--- src/rtl/mcycle_sequencer_if.sv ---
// Descriptor, MMU bus and status signals of the M-cycle sequencer.
// master = CPU/MMU environment side, slave = the sequencer itself.
interface mcycle_sequencer_if #(
  parameter int ADDR_W      = 16,
  parameter int DATA_W      = 8,
  parameter int MAX_MCYCLES = 6
);
  localparam int CW = $clog2(MAX_MCYCLES + 1);

  logic              cyc_valid;
  logic              cyc_ready;
  logic [1:0]        cyc_op;
  logic [ADDR_W-1:0] cyc_addr;
  logic [DATA_W-1:0] cyc_wdata;
  logic              cyc_last;
  logic [ADDR_W-1:0] addr_bus;
  logic [DATA_W-1:0] wdata_out;
  logic [DATA_W-1:0] rdata_in;
  logic              MMU_req_read;
  logic              MMU_req_write;
  logic              mem_ready;
  logic [DATA_W-1:0] rd_data;
  logic              rd_valid;
  logic              insn_done;
  logic [CW-1:0]     mcycle_count;
  logic              busy;
  logic              seq_err;

  modport master (
    output cyc_valid, cyc_op, cyc_addr, cyc_wdata, cyc_last, rdata_in, mem_ready,
    input  cyc_ready, addr_bus, wdata_out, MMU_req_read, MMU_req_write,
           rd_data, rd_valid, insn_done, mcycle_count, busy, seq_err
  );

  modport slave (
    input  cyc_valid, cyc_op, cyc_addr, cyc_wdata, cyc_last, rdata_in, mem_ready,
    output cyc_ready, addr_bus, wdata_out, MMU_req_read, MMU_req_write,
           rd_data, rd_valid, insn_done, mcycle_count, busy, seq_err
  );
endinterface

--- src/rtl/mcycle_sequencer.sv ---
// M-cycle / T-phase sequencer driving MMU read/write strobes from micro-cycle descriptors.
// Define MCYCLE_SEQUENCER_WAIT_STATE_EN to let mem_ready stretch READ/WRITE M-cycles.
module mcycle_sequencer #(
  parameter int ADDR_W      = 16,
  parameter int DATA_W      = 8,
  parameter int T_PER_M     = 4,
  parameter int MAX_MCYCLES = 6
) (
  input  logic                clk,
  input  logic                reset,
  mcycle_sequencer_if.slave   bus
);
  localparam int CW = $clog2(MAX_MCYCLES + 1);
  localparam int TW = $clog2(T_PER_M);
  localparam logic [TW-1:0] T_LAST = TW'(T_PER_M - 1);
  localparam logic [TW-1:0] T_CAP  = TW'(T_PER_M - 2);
  localparam logic [CW-1:0] C_MAX  = CW'(MAX_MCYCLES - 1);

  typedef enum logic {S_IDLE, S_ACTIVE} state_e;
  typedef enum logic [1:0] {OP_IDLE, OP_READ, OP_WRITE, OP_INTERNAL} op_e;

  state_e            state_q, state_d;
  op_e               op_q, op_d;
  logic [TW-1:0]     t_q, t_d;
  logic              last_q, last_d;
  logic              first_q, first_d;
  logic [ADDR_W-1:0] addr_q, addr_d;
  logic [DATA_W-1:0] wdata_q, wdata_d;
  logic [DATA_W-1:0] rd_data_q, rd_data_d;
  logic              rd_valid_q, rd_valid_d;
  logic              insn_done_q, insn_done_d;
  logic              req_rd_q, req_rd_d;
  logic              req_wr_q, req_wr_d;
  logic [CW-1:0]     count_q, count_d;
  logic              err_q, err_d;
  logic              stall, accept, act_d;

`ifdef MCYCLE_SEQUENCER_WAIT_STATE_EN
  assign stall = (state_q == S_ACTIVE) && (t_q == T_CAP) &&
                 (op_q inside {OP_READ, OP_WRITE}) && !bus.mem_ready;
`else
  logic unused_mem_ready;
  assign unused_mem_ready = bus.mem_ready;
  assign stall = 1'b0;
`endif

  // A stall only ever holds t at T_CAP, so the last phase is always ready.
  assign bus.cyc_ready = (state_q == S_IDLE) || (t_q == T_LAST);
  assign accept        = bus.cyc_valid && bus.cyc_ready;

  always_comb begin
    state_d   = state_q;
    op_d      = op_q;
    t_d       = t_q;
    last_d    = last_q;
    first_d   = first_q;
    addr_d    = addr_q;
    wdata_d   = wdata_q;
    rd_data_d = rd_data_q;
    count_d   = count_q;
    err_d     = err_q;

    if (accept) begin
      state_d = S_ACTIVE;
      t_d     = '0;
      op_d    = (op_e'(bus.cyc_op) == OP_IDLE) ? OP_INTERNAL : op_e'(bus.cyc_op);
      addr_d  = bus.cyc_addr;
      wdata_d = bus.cyc_wdata;
      last_d  = bus.cyc_last;
      first_d = bus.cyc_last;
      // first_q marks that the previous M-cycle closed an instruction
      if (first_q)               count_d = '0;
      else if (count_q == C_MAX) err_d   = 1'b1;
      else                       count_d = count_q + 1'b1;
    end else if (state_q == S_ACTIVE) begin
      if (t_q == T_LAST) begin
        state_d = S_IDLE;
        t_d     = '0;
      end else if (!stall) begin
        t_d = t_q + 1'b1;
      end
    end

    if ((state_q == S_ACTIVE) && (op_q == OP_READ) && (t_q == T_CAP) && !stall)
      rd_data_d = bus.rdata_in;

    // Strobes and pulses are decoded from the next state so they come straight off flops.
    act_d       = (state_d == S_ACTIVE);
    req_rd_d    = act_d && (op_d == OP_READ)  && (t_d != '0) && (t_d != T_LAST);
    req_wr_d    = act_d && (op_d == OP_WRITE) && (t_d != '0) && (t_d != T_LAST);
    rd_valid_d  = act_d && (op_d == OP_READ)  && (t_d == T_LAST);
    insn_done_d = act_d && last_d && (t_d == T_LAST);
  end

  always_ff @(posedge clk) begin
    if (reset) begin
      state_q     <= S_IDLE;
      op_q        <= OP_INTERNAL;
      t_q         <= '0;
      last_q      <= 1'b0;
      first_q     <= 1'b1;
      addr_q      <= '0;
      wdata_q     <= '0;
      rd_data_q   <= '0;
      rd_valid_q  <= 1'b0;
      insn_done_q <= 1'b0;
      req_rd_q    <= 1'b0;
      req_wr_q    <= 1'b0;
      count_q     <= '0;
      err_q       <= 1'b0;
    end else begin
      state_q     <= state_d;
      op_q        <= op_d;
      t_q         <= t_d;
      last_q      <= last_d;
      first_q     <= first_d;
      addr_q      <= addr_d;
      wdata_q     <= wdata_d;
      rd_data_q   <= rd_data_d;
      rd_valid_q  <= rd_valid_d;
      insn_done_q <= insn_done_d;
      req_rd_q    <= req_rd_d;
      req_wr_q    <= req_wr_d;
      count_q     <= count_d;
      err_q       <= err_d;
    end
  end

  assign bus.addr_bus      = addr_q;
  assign bus.wdata_out     = wdata_q;
  assign bus.MMU_req_read  = req_rd_q;
  assign bus.MMU_req_write = req_wr_q;
  assign bus.rd_data       = rd_data_q;
  assign bus.rd_valid      = rd_valid_q;
  assign bus.insn_done     = insn_done_q;
  assign bus.mcycle_count  = count_q;
  assign bus.busy          = (state_q == S_ACTIVE);
  assign bus.seq_err       = err_q;
endmodule

--- src/flat_wrapper.sv ---
// flat-port wrapper written by rule: the top's interface ports become plain ports
module mcycle_sequencer_flat 
#(
  parameter int ADDR_W      = 16,
  parameter int DATA_W      = 8,
  parameter int T_PER_M     = 4,
  parameter int MAX_MCYCLES = 6
)
  (clk, reset, bus_cyc_valid, bus_cyc_op, bus_cyc_addr, bus_cyc_wdata, bus_cyc_last, bus_rdata_in, bus_mem_ready, bus_cyc_ready, bus_addr_bus, bus_wdata_out, bus_MMU_req_read, bus_MMU_req_write, bus_rd_data, bus_rd_valid, bus_insn_done, bus_mcycle_count, bus_busy, bus_seq_err);
  mcycle_sequencer_if #(.ADDR_W(ADDR_W), .DATA_W(DATA_W), .MAX_MCYCLES(MAX_MCYCLES)) bus_i ();
  input  logic clk;
  input  logic reset;
  input wire logic [$bits(bus_i.cyc_valid)-1:0] bus_cyc_valid;
  input wire logic [$bits(bus_i.cyc_op)-1:0] bus_cyc_op;
  input wire logic [$bits(bus_i.cyc_addr)-1:0] bus_cyc_addr;
  input wire logic [$bits(bus_i.cyc_wdata)-1:0] bus_cyc_wdata;
  input wire logic [$bits(bus_i.cyc_last)-1:0] bus_cyc_last;
  input wire logic [$bits(bus_i.rdata_in)-1:0] bus_rdata_in;
  input wire logic [$bits(bus_i.mem_ready)-1:0] bus_mem_ready;
  output wire logic [$bits(bus_i.cyc_ready)-1:0] bus_cyc_ready;
  output wire logic [$bits(bus_i.addr_bus)-1:0] bus_addr_bus;
  output wire logic [$bits(bus_i.wdata_out)-1:0] bus_wdata_out;
  output wire logic [$bits(bus_i.MMU_req_read)-1:0] bus_MMU_req_read;
  output wire logic [$bits(bus_i.MMU_req_write)-1:0] bus_MMU_req_write;
  output wire logic [$bits(bus_i.rd_data)-1:0] bus_rd_data;
  output wire logic [$bits(bus_i.rd_valid)-1:0] bus_rd_valid;
  output wire logic [$bits(bus_i.insn_done)-1:0] bus_insn_done;
  output wire logic [$bits(bus_i.mcycle_count)-1:0] bus_mcycle_count;
  output wire logic [$bits(bus_i.busy)-1:0] bus_busy;
  output wire logic [$bits(bus_i.seq_err)-1:0] bus_seq_err;
  assign bus_i.cyc_valid = bus_cyc_valid;
  assign bus_i.cyc_op = bus_cyc_op;
  assign bus_i.cyc_addr = bus_cyc_addr;
  assign bus_i.cyc_wdata = bus_cyc_wdata;
  assign bus_i.cyc_last = bus_cyc_last;
  assign bus_i.rdata_in = bus_rdata_in;
  assign bus_i.mem_ready = bus_mem_ready;
  assign bus_cyc_ready = bus_i.cyc_ready;
  assign bus_addr_bus = bus_i.addr_bus;
  assign bus_wdata_out = bus_i.wdata_out;
  assign bus_MMU_req_read = bus_i.MMU_req_read;
  assign bus_MMU_req_write = bus_i.MMU_req_write;
  assign bus_rd_data = bus_i.rd_data;
  assign bus_rd_valid = bus_i.rd_valid;
  assign bus_insn_done = bus_i.insn_done;
  assign bus_mcycle_count = bus_i.mcycle_count;
  assign bus_busy = bus_i.busy;
  assign bus_seq_err = bus_i.seq_err;
  mcycle_sequencer #(.ADDR_W(ADDR_W), .DATA_W(DATA_W), .T_PER_M(T_PER_M), .MAX_MCYCLES(MAX_MCYCLES)) u_core (.clk(clk), .reset(reset), .bus(bus_i));
endmodule
--- config.mk ---
export PLATFORM = sky130hd
export DESIGN_NAME = mcycle_sequencer_flat
export DESIGN_NICKNAME = d
export VERILOG_FILES = /design/src/rtl/mcycle_sequencer_if.sv /design/src/rtl/mcycle_sequencer.sv /design/src/flat_wrapper.sv
export SDC_FILE = /design/constraint.sdc
export NUM_CORES = 1
export LEC_CHECK = 0
export CORE_MARGIN = 1.5
export CORE_UTILIZATION = 41
export DETAILED_ROUTE_END_ITERATION = 8
export PLACE_DENSITY = 0.8
export RECOVER_POWER = 100
export SLEW_MARGIN = 25
export SYNTH_ARGS = -nofsm -noshare
export SYNTH_HDL_FRONTEND = slang
export SYNTH_SLANG_ARGS = --single-unit
--- constraint.sdc ---
create_clock -name clk -period 2.15 [get_ports clk]
set_input_delay 0.215 -clock clk [delete_from_list [all_inputs] [get_ports clk]]
set_output_delay 0.215 -clock clk [all_outputs]
set_load 0.05 [all_outputs]
==> flow_metrics.tcl, run 1 <==
set metrics [dict create \
    status "completed" \
    maxCapViolCount 0 \
    reg2reg_to "u_core.bus.rd_valid" \
    async_reset_ff_share_pct 0 \
    grt-ovfl-total 0 \
    tightest_slew_ps 518 \
    syn_area_mm2 0.00177 \
    numCtsBuffers 5 \
    final_util_pct 64.9 \
    p_sw_uw 490 \
    dieArea_mm2 0.00472 \
    critical_path.cell_chain "dlygate4sd3_1" \
    clk_latency_ps 290 \
    num_vias 1637 \
    tns_ps 0 \
    root_buffer "clkbuf_8" \
    synthAdderAreaFrac_pct 2.82 \
    finalSetupViolations 0 \
    p_seq_share_pct 52.8 \
    wl_um 4120 \
    path_buf_inv 1 \
    r2r_slack_ps 280 \
    row_count 23 \
    whs_path_depth 2 \
    switching_share_pct 27.9 \
    critPathMaxStageDelay_ps 910 \
    worst_slack_ps 278 \
    hold_end "u_core.bus.wdata_out[4]" \
    synth_top_area_cell "dfxtp_1" \
    fp.dieW_um 68.7 \
    cts_buffer_depth 2 \
    startpoint_type "flop" \
    synthXorXnorAreaFrac_pct 0.989 \
    p_per_area_mw_per_mm2 663 \
    wl_per_cell_um 12.2 \
    ys_types 30 \
    synth.avg_cell_area_um2 8.48 \
    cts_hold_buf 0 \
    synth.area.top_cells "dfxtp_1, nand2_1, a21oi_1" \
    fillers 362 \
    postCtsSetupBuffers 0 \
    ant_nets 0 \
    cts_tree "yes" \
    clkPwrFrac_pct 27.2 \
    ys_seq_elements 47 \
    synth_top_family_by_area "simple AND/OR/NAND/NOR gates" \
    pre_cts_ws_ps 327 \
    vdd_drop_max_mv 0.416 \
    relSlewSlack_pct 65.4 \
    vias_per_cell 4.86 \
    stdcell_count 337 \
    synth_compound_area_share_pct 12.9 \
    dr.pass1.iters 4 \
    synth.most_common_cell "nand2_1" \
    synth-edff-count 0 \
    power.internal_mw 1.27 \
    period_share_pct 87.1 \
    combPwrFrac_pct 20.0 \
    crit_path_end_kind "output pin" \
    syn_nets 252 \
    hold_viol_final 0 \
    cts_resized 0 \
    slew_violations 0 \
    drcViolationCount 0 \
    drtIter0Drc 32 \
    max_freq_mhz 534 \
    grt_pass1_vias 1485 \
    layout-drive-gt1-share_pct 4.53 \
    grt_setup_unrepaired "false" \
    netlist_instances 209 \
    reg2regPathDepth 6 \
    port_buffers 79 \
    worstPathRequired_ps 1930 \
    synth_top_area_share_pct 53.1 \
    start_util_pct 43.4 \
    post-place-cells 331 \
    antenna_found_initial 0 \
    diodes 0 \
    path_clk_slew_ps 80 \
    static-leakage-power_nw 1.12 \
    nets 331 \
    grt_start_max_net_pins 29 \
    clock-sinks 47 \
    criticalPathCategory "reg2out" \
    grt_usage_pct 18.7 \
    area_growth_pct 49.6 \
    hold_class "reg2reg" \
    clock_skew_ps 4.66 \
    hold_start "u_core.bus.wdata_out[4]" \
    synth_common_cells "nand2_1, dfxtp_1, a21oi_1, nor2_1, clkbuf_1" \
    place_congestion 0.760 \
    core_mm2 0.00409 \
    dp_hpwl_um 3050 \
    grt_pass1_wl_um 6570 \
    power_mw 1.76 \
    period_minus_slack_ps 1870 \
    timing.rr.start "u_core.t_q[0]" \
    crit_family "buffers and inverters" \
    synth-simple-area-share_pct 23.7 \
    synth-main-ff-cell "dfxtp_1" \
    cp_data_arrival_time_ps 1660 \
    htreeDepth 2 \
    ioPinCount 81 \
    die_y_um 68.7 \
    critPathSlowestCell "dlygate4sd3_1" \
    cp_max_fo 7 \
    yosys_warnings 0 \
    synth_mux_area_share_pct 1.69 \
    ys_seq_area_share_pct 53.1 \
]
==> cell type report <==
cell class | count | area (um2) | area share, %
clock buffer | 6 | 72.6 | 2.74
timing repair buffer | 84 | 821 | 31.0
sequential | 47 | 941 | 35.5
multi-input combinational | 145 | 734 | 27.7
inverter | 5 | 18.8 | 0.708
tap | 50 | 62.6 | 2.36
==> placed cells by master (no fill, tap or decap), drive strengths merged <==
cell	n
ha	4
a31oi	1
o32a	1
xnor2	2
dlygate4sd3	41
clkdlybuf4s50	37
o21ai	1
nand2	67
buf	4
and4b	1
o22ai	1
mux2i	3
a41oi	1
nand3	1
nand3b	2
nand2b	2
and3b	1
dfxtp	47
clkbuf	8
nand4b	2
nor2	9
a21oi	37
and2	2
nor3	4
or2	1
or3	1
inv	5
or3b	1
==> worst max-delay path by stage <==
stage	end	slack, ps	cells past startpoint	start
6_report	bus_busy	280	1	u_core.bus.busy
4_1_cts	u_core.bus.rd_valid	300	6	u_core.t_q[0]
2_1_floorplan	u_core.bus.addr_bus[10]	380	7	u_core.bus.busy
5_1_grt	u_core.bus.wdata_out[2]	150	6	u_core.t_q[0]
3_5_place_dp	u_core.bus.rd_valid	330	6	u_core.t_q[0]
3_3_place_gp	u_core.bus.rd_valid	350	6	u_core.t_q[0]
==> per-layer routing <==
metal  GRT usage (%)  part of all wire, %  routed length, um  vias up
met5               0                    0                  0        -
met4            6.62                  1.4                 57        0
met3            6.98                  8.5                350        6
met2            31.9                   47               1930       52
met1            21.3                   43               1770      738
li1                -                    -                  -      841
==> per-stage QoR <==
step / area, um2 / hold slack [ps]
2_1_floorplan: 1770 / 314
3_3_place_gp: 2590 / 441
3_5_place_dp: 2590 / 446
4_1_cts: 2670 / 457
5_1_grt: 2650 / 456
6_report: 2650 / 451
==> cell families after synthesis <==
logic type / Yosys count
buf+inv: 17
simple gates: 94
fa+ha+maj: 4
flops: 47
mux: 3
xor+xnor: 2
compound gates: 42
==> power groups by stage <==
stage	clock network [mW]	registers, mW	logic [mW]
finish	0.477	0.928	0.351
global route	0.530	0.934	0.377
CTS	0.495	0.930	0.368
detailed placement	0	0.950	0.367
global placement	0	0.948	0.363
floorplan	0	1.05	0.116
==> sequential cells by signal (all words and copies together), names as in the netlist, 2 cells and up <==
name / flops
u_core.bus.mcycle_count: 3
u_core.t_q: 2
u_core.bus.wdata_out: 8
u_core.bus.addr_bus: 16
u_core.bus.rd_data: 8
u_core.op_q: 2
Note: power is estimated with default switching activity, not from simulation.
==> inputs of run 2 (changes only) <==
Settings changed: CORE_MARGIN 1.5 to unset.
==> run 2 against run 1 <==
Against the previous run: clock-buffer cell count stayed put; routed wire length is 1.0% lower; via count is 1.3% higher; non-clock buffer count stayed put; worst setup slack worse by 2.2 ps; global-route usage is 0.72 points higher; largest power group unchanged; highest routed layer unchanged.
==> flow_metrics.tcl, run 2 (synthesis results as in run 1) <==
set metrics [dict create \
    wl_per_cell_um 12.0 \
    reg2regPathDepth 6 \
    drtIter0Drc 83 \
    startpoint_type "flop" \
    whs_path_depth 2 \
    period_minus_slack_ps 1870 \
    root_buffer "clkbuf_8" \
    postCtsSetupBuffers 0 \
    place_congestion 0.769 \
    diodes 0 \
    static-leakage-power_nw 1.15 \
    grt_start_max_net_pins 29 \
    mostFrequentLayoutCells "nand2_1, dfxtp_1, dlygate4sd3_1" \
    critPathSlowestCell "dlygate4sd3_1" \
    nets 331 \
    fillers 359 \
    drcViolationCount 0 \
    finalSetupViolations 0 \
    die_y_um 67.7 \
    max_freq_mhz 534 \
    tightest_slew_ps 523 \
    grt_pass1_vias 1505 \
    layout-drive-gt1-share_pct 5.88 \
    grt_pass1_wl_um 6650 \
    wl_um 4070 \
    power_mw 1.94 \
    cp_max_fo 7 \
    clock-sinks 47 \
    critical_path.cell_chain "dlygate4sd3_1" \
    relSlewSlack_pct 65.0 \
    path_clk_slew_ps 80 \
    worstPathRequired_ps 1930 \
    slew_violations 0 \
    htreeDepth 2 \
    cts_hold_buf 0 \
    dr.pass1.iters 4 \
    dp_hpwl_um 2880 \
    row_count 23 \
    ioPinCount 81 \
    crit_cells 1 \
    p_per_area_mw_per_mm2 719 \
    status "completed" \
    tns_ps 0 \
    numCtsBuffers 5 \
    vdd_drop_max_mv 0.449 \
    multi_input_area_um2 739 \
    crit_path_end_kind "output pin" \
    fp.dieW_um 67.7 \
    critPathMaxStageDelay_ps 910 \
    ant_nets 0 \
    hold_viol_final 0 \
    cts_resized 0 \
    cp_data_arrival_time_ps 1660 \
    num_vias 1658 \
    antenna_found_initial 0 \
    grt_setup_unrepaired "false" \
    period_share_pct 87.2 \
    start_util_pct 43.4 \
    clock_skew_ps 7.84 \
    clk_latency_ps 300 \
    cts_buffer_depth 2 \
    cts_tree "yes" \
    port_buffers 79 \
    vias_per_cell 4.89 \
    core_mm2 0.00409 \
    area_growth_pct 52.5 \
    hold_class "reg2reg" \
    grt_usage_pct 19.4 \
    grt-ovfl-total 0 \
    crit_family "buffers and inverters" \
    mostFrequentLayoutCell "nand2_1" \
    criticalPathCategory "reg2out" \
    largest_register_ffs 16 \
    maxCapViolCount 0 \
    seqCellArea_um2 941 \
    path_buf_inv 1 \
    dieArea_mm2 0.00459 \
]
[run 2: path summary, 6_finish.rpt]
check / startpoint / to / slack (ps)
setup / recovery: u_core.bus.busy / bus_busy / 280
hold / removal: u_core.bus.addr_bus[3] / u_core.bus.addr_bus[3] / 450
setup reg to reg: u_core.t_q[0] / u_core.bus.rd_valid / 280
hold reg to reg: u_core.bus.addr_bus[3] / u_core.bus.addr_bus[3] / 450
[run 2: worst min-delay path, stage by stage, from the launching register on]
cell and delay (ps):
dfxtp_1 310, nand2_1 50, a21oi_1 50
[run 2: report_power, final]
| group | switching [mW] | leakage (nW) | internal (mW) |
|---|---|---|---|
| Combinational | 0.209 | 0.702 | 0.144 |
| Clock | 0.286 | 0.0612 | 0.376 |
| Sequential | 0.0215 | 0.384 | 0.906 |
| Total | 0.516 | 1.15 | 1.43 |
[run 2: stage by stage]
step	hold slack, ps	cells	util, %	area (um2)	setup WS [ps]
finish	453	339	66.1	2700	276
global route	465	339	66.1	2700	105
CTS	453	339	66.4	2710	258
detailed placement	447	331	63.5	2590	276
global placement	441	331	63.5	2590	316
floorplan	314	209	-	1770	376
[run 2: final cells by class]
type	count	share of cell area [%]
Sequential cell	47	34.8
Timing Repair Buffer	84	30.5
Tap cell	50	2.31
Clock buffer	6	3.06
Clock inverter	2	1.30
Inverter	5	0.694
Multi-Input combinational cell	145	27.4
[run 2: routing by layer]
layer  up-vias  track usage, %  wire length [um]
met5         -               0                 0
met4         0            7.18                55
met3         7            5.91               342
met2        60            31.6              1860
met1       746            23.8              1820
li1        845               -                 -
==> inputs of run 3 (changes only) <==
Clock period 2.15 ns to 2 ns, I/O delays scaled along.
==> run 3 against run 2 <==
Against the previous run: sequential power rose by 7.5%; via count decreased by 0.30%; register-to-register slack lost 120 ps; sequential share of layout area rose by 0.50 points; core utilization shrank 0.86 points; largest power group unchanged; critical path depth stayed put; combinational power rose by 7.4%; clock-buffer cell count is 1 higher; critical path type unchanged; total power fell by 1.7%; non-clock buffer count is 1 lower; flip-flop and latch count did not move.
==> flow_metrics.tcl, run 3 (synthesis results as in run 1) <==
set metrics [dict create \
    cts_tree "yes" \
    clock-sinks 47 \
    period_share_pct 93.7 \
    crit_family "buffers and inverters" \
    hold_class "in2reg" \
    finalSetupViolations 0 \
    static-leakage-power_nw 1.13 \
    top_usage_layer "met2" \
    maxCapViolCount 0 \
    place_congestion 0.768 \
    core_mm2 0.00409 \
    start_util_pct 43.4 \
    status "completed" \
    grt_util_met2_pct 32.7 \
    mostFrequentLayoutCell "nand2_1" \
    relSlewSlack_pct 64.5 \
    period_minus_slack_ps 1870 \
    worstPathRequired_ps 1800 \
    htreeDepth 2 \
    criticalPathCategory "reg2out" \
    p_per_area_mw_per_mm2 716 \
    numCtsBuffers 5 \
    vdd_drop_max_mv 0.404 \
    max_freq_mhz 533 \
    clk_latency_ps 290 \
    fp.dieW_um 67.7 \
    drcViolationCount 0 \
    critPathMaxStageDelay_ps 910 \
    drtIter0Drc 113 \
    grt_start_max_net_pins 29 \
    ant_nets 0 \
    tns_ps 0 \
    hold_viol_final 0 \
    path_clk_slew_ps 80 \
    grt_util_met3_pct 6.08 \
    nets 330 \
    grt-ovfl-total 0 \
    use_met1_pct 21.8 \
    wl_um 4150 \
    mostFrequentLayoutCells "nand2_1, dfxtp_1, dlygate4sd3_1" \
    worst_slack_ps 125 \
    tightest_slew_ps 530 \
    area_growth_pct 50.6 \
    layout-drive-gt1-share_pct 4.86 \
    critPathSlowestCell "dlygate4sd3_1" \
    slew_violations 0 \
    largest_register_ffs 16 \
    pre_cts_ws_ps 102 \
    dp_hpwl_um 2990 \
    grt_pass1_vias 1504 \
    vias_per_cell 4.89 \
    postCtsSetupBuffers 0 \
    antenna_found_initial 0 \
    critical_path.cell_chain "dlygate4sd3_1" \
    path_buf_inv 1 \
    dieArea_mm2 0.00459 \
    die_y_um 67.7 \
    cp_data_arrival_time_ps 1670 \
    dr.pass1.iters 5 \
    grt_usage_pct 19.4 \
    whs_ps 445 \
    row_count 23 \
    ioPinCount 81 \
    power_mw 1.91 \
    wl_per_cell_um 12.3 \
    clock_skew_ps 5.85 \
    crit_path_end_kind "output pin" \
    cts_buffer_depth 2 \
    cp_max_fo 7 \
    num_vias 1653 \
    grt_pass1_wl_um 6510 \
    diodes 0 \
    grt_setup_unrepaired "false" \
    startpoint_type "flop" \
    root_buffer "clkbuf_8" \
    port_buffers 79 \
]
[run 3: cell count changes in the layout (fill, tap and decap cells not counted), sizes merged]
cell	before	now
dlymetal6s2s	0	1
buf	5	4
bufinv	1	0
[run 3: final cells by class]
class | instances | area [um2]
timing repair buffer | 83 | 823
multi-input combinational | 145 | 739
clock buffer | 7 | 76.3
clock inverter | 1 | 5.00
tap | 50 | 62.6
fill | 376 | 1420
sequential | 47 | 942
inverter | 5 | 18.8
[run 3: metal layers]
layer	share of wire (%)	wire length (um)	vias up
li1	-	-	840
met4	1.5	61	0
met5	0	0	-
met2	49	2040	60
met1	41	1690	746
met3	8.6	355	7
[run 3: what timing repair did]
| action | 4_1_cts | 5_1_grt |
|---|---|---|
| hold endpoints to repair | 0 | 0 |
| hold buffers | 0 | 0 |
| setup endpoints to repair | 0 | 9 |
| gates resized for setup | 0 | 2 |
[run 3: worst paths after layout]
kind,from,to,slack [ps],depth (start not counted)
max,u_core.bus.busy,bus_busy,130,1
max reg2reg,u_core.t_q[0],u_core.bus.rd_valid,160,6
min,bus_cyc_addr[15],u_core.bus.addr_bus[15],450,3
min reg2reg,u_core.bus.wdata_out[1],u_core.bus.wdata_out[1],450,2
[run 3: power breakdown]
part           internal, mW  total, mW  switching (mW)
clock                 0.245      0.534           0.289
sequential            0.974      0.998          0.0240
combinational         0.155      0.378           0.223
[run 3: through the flow]
stage / instance area [um2] / std cells / utilization [%]
floorplan: 1770 / 209 / -
global placement: 2600 / 330 / 63.6
detailed placement: 2600 / 330 / 63.6
CTS: 2680 / 338 / 65.6
global route: 2670 / 338 / 65.3
finish: 2670 / 338 / 65.3
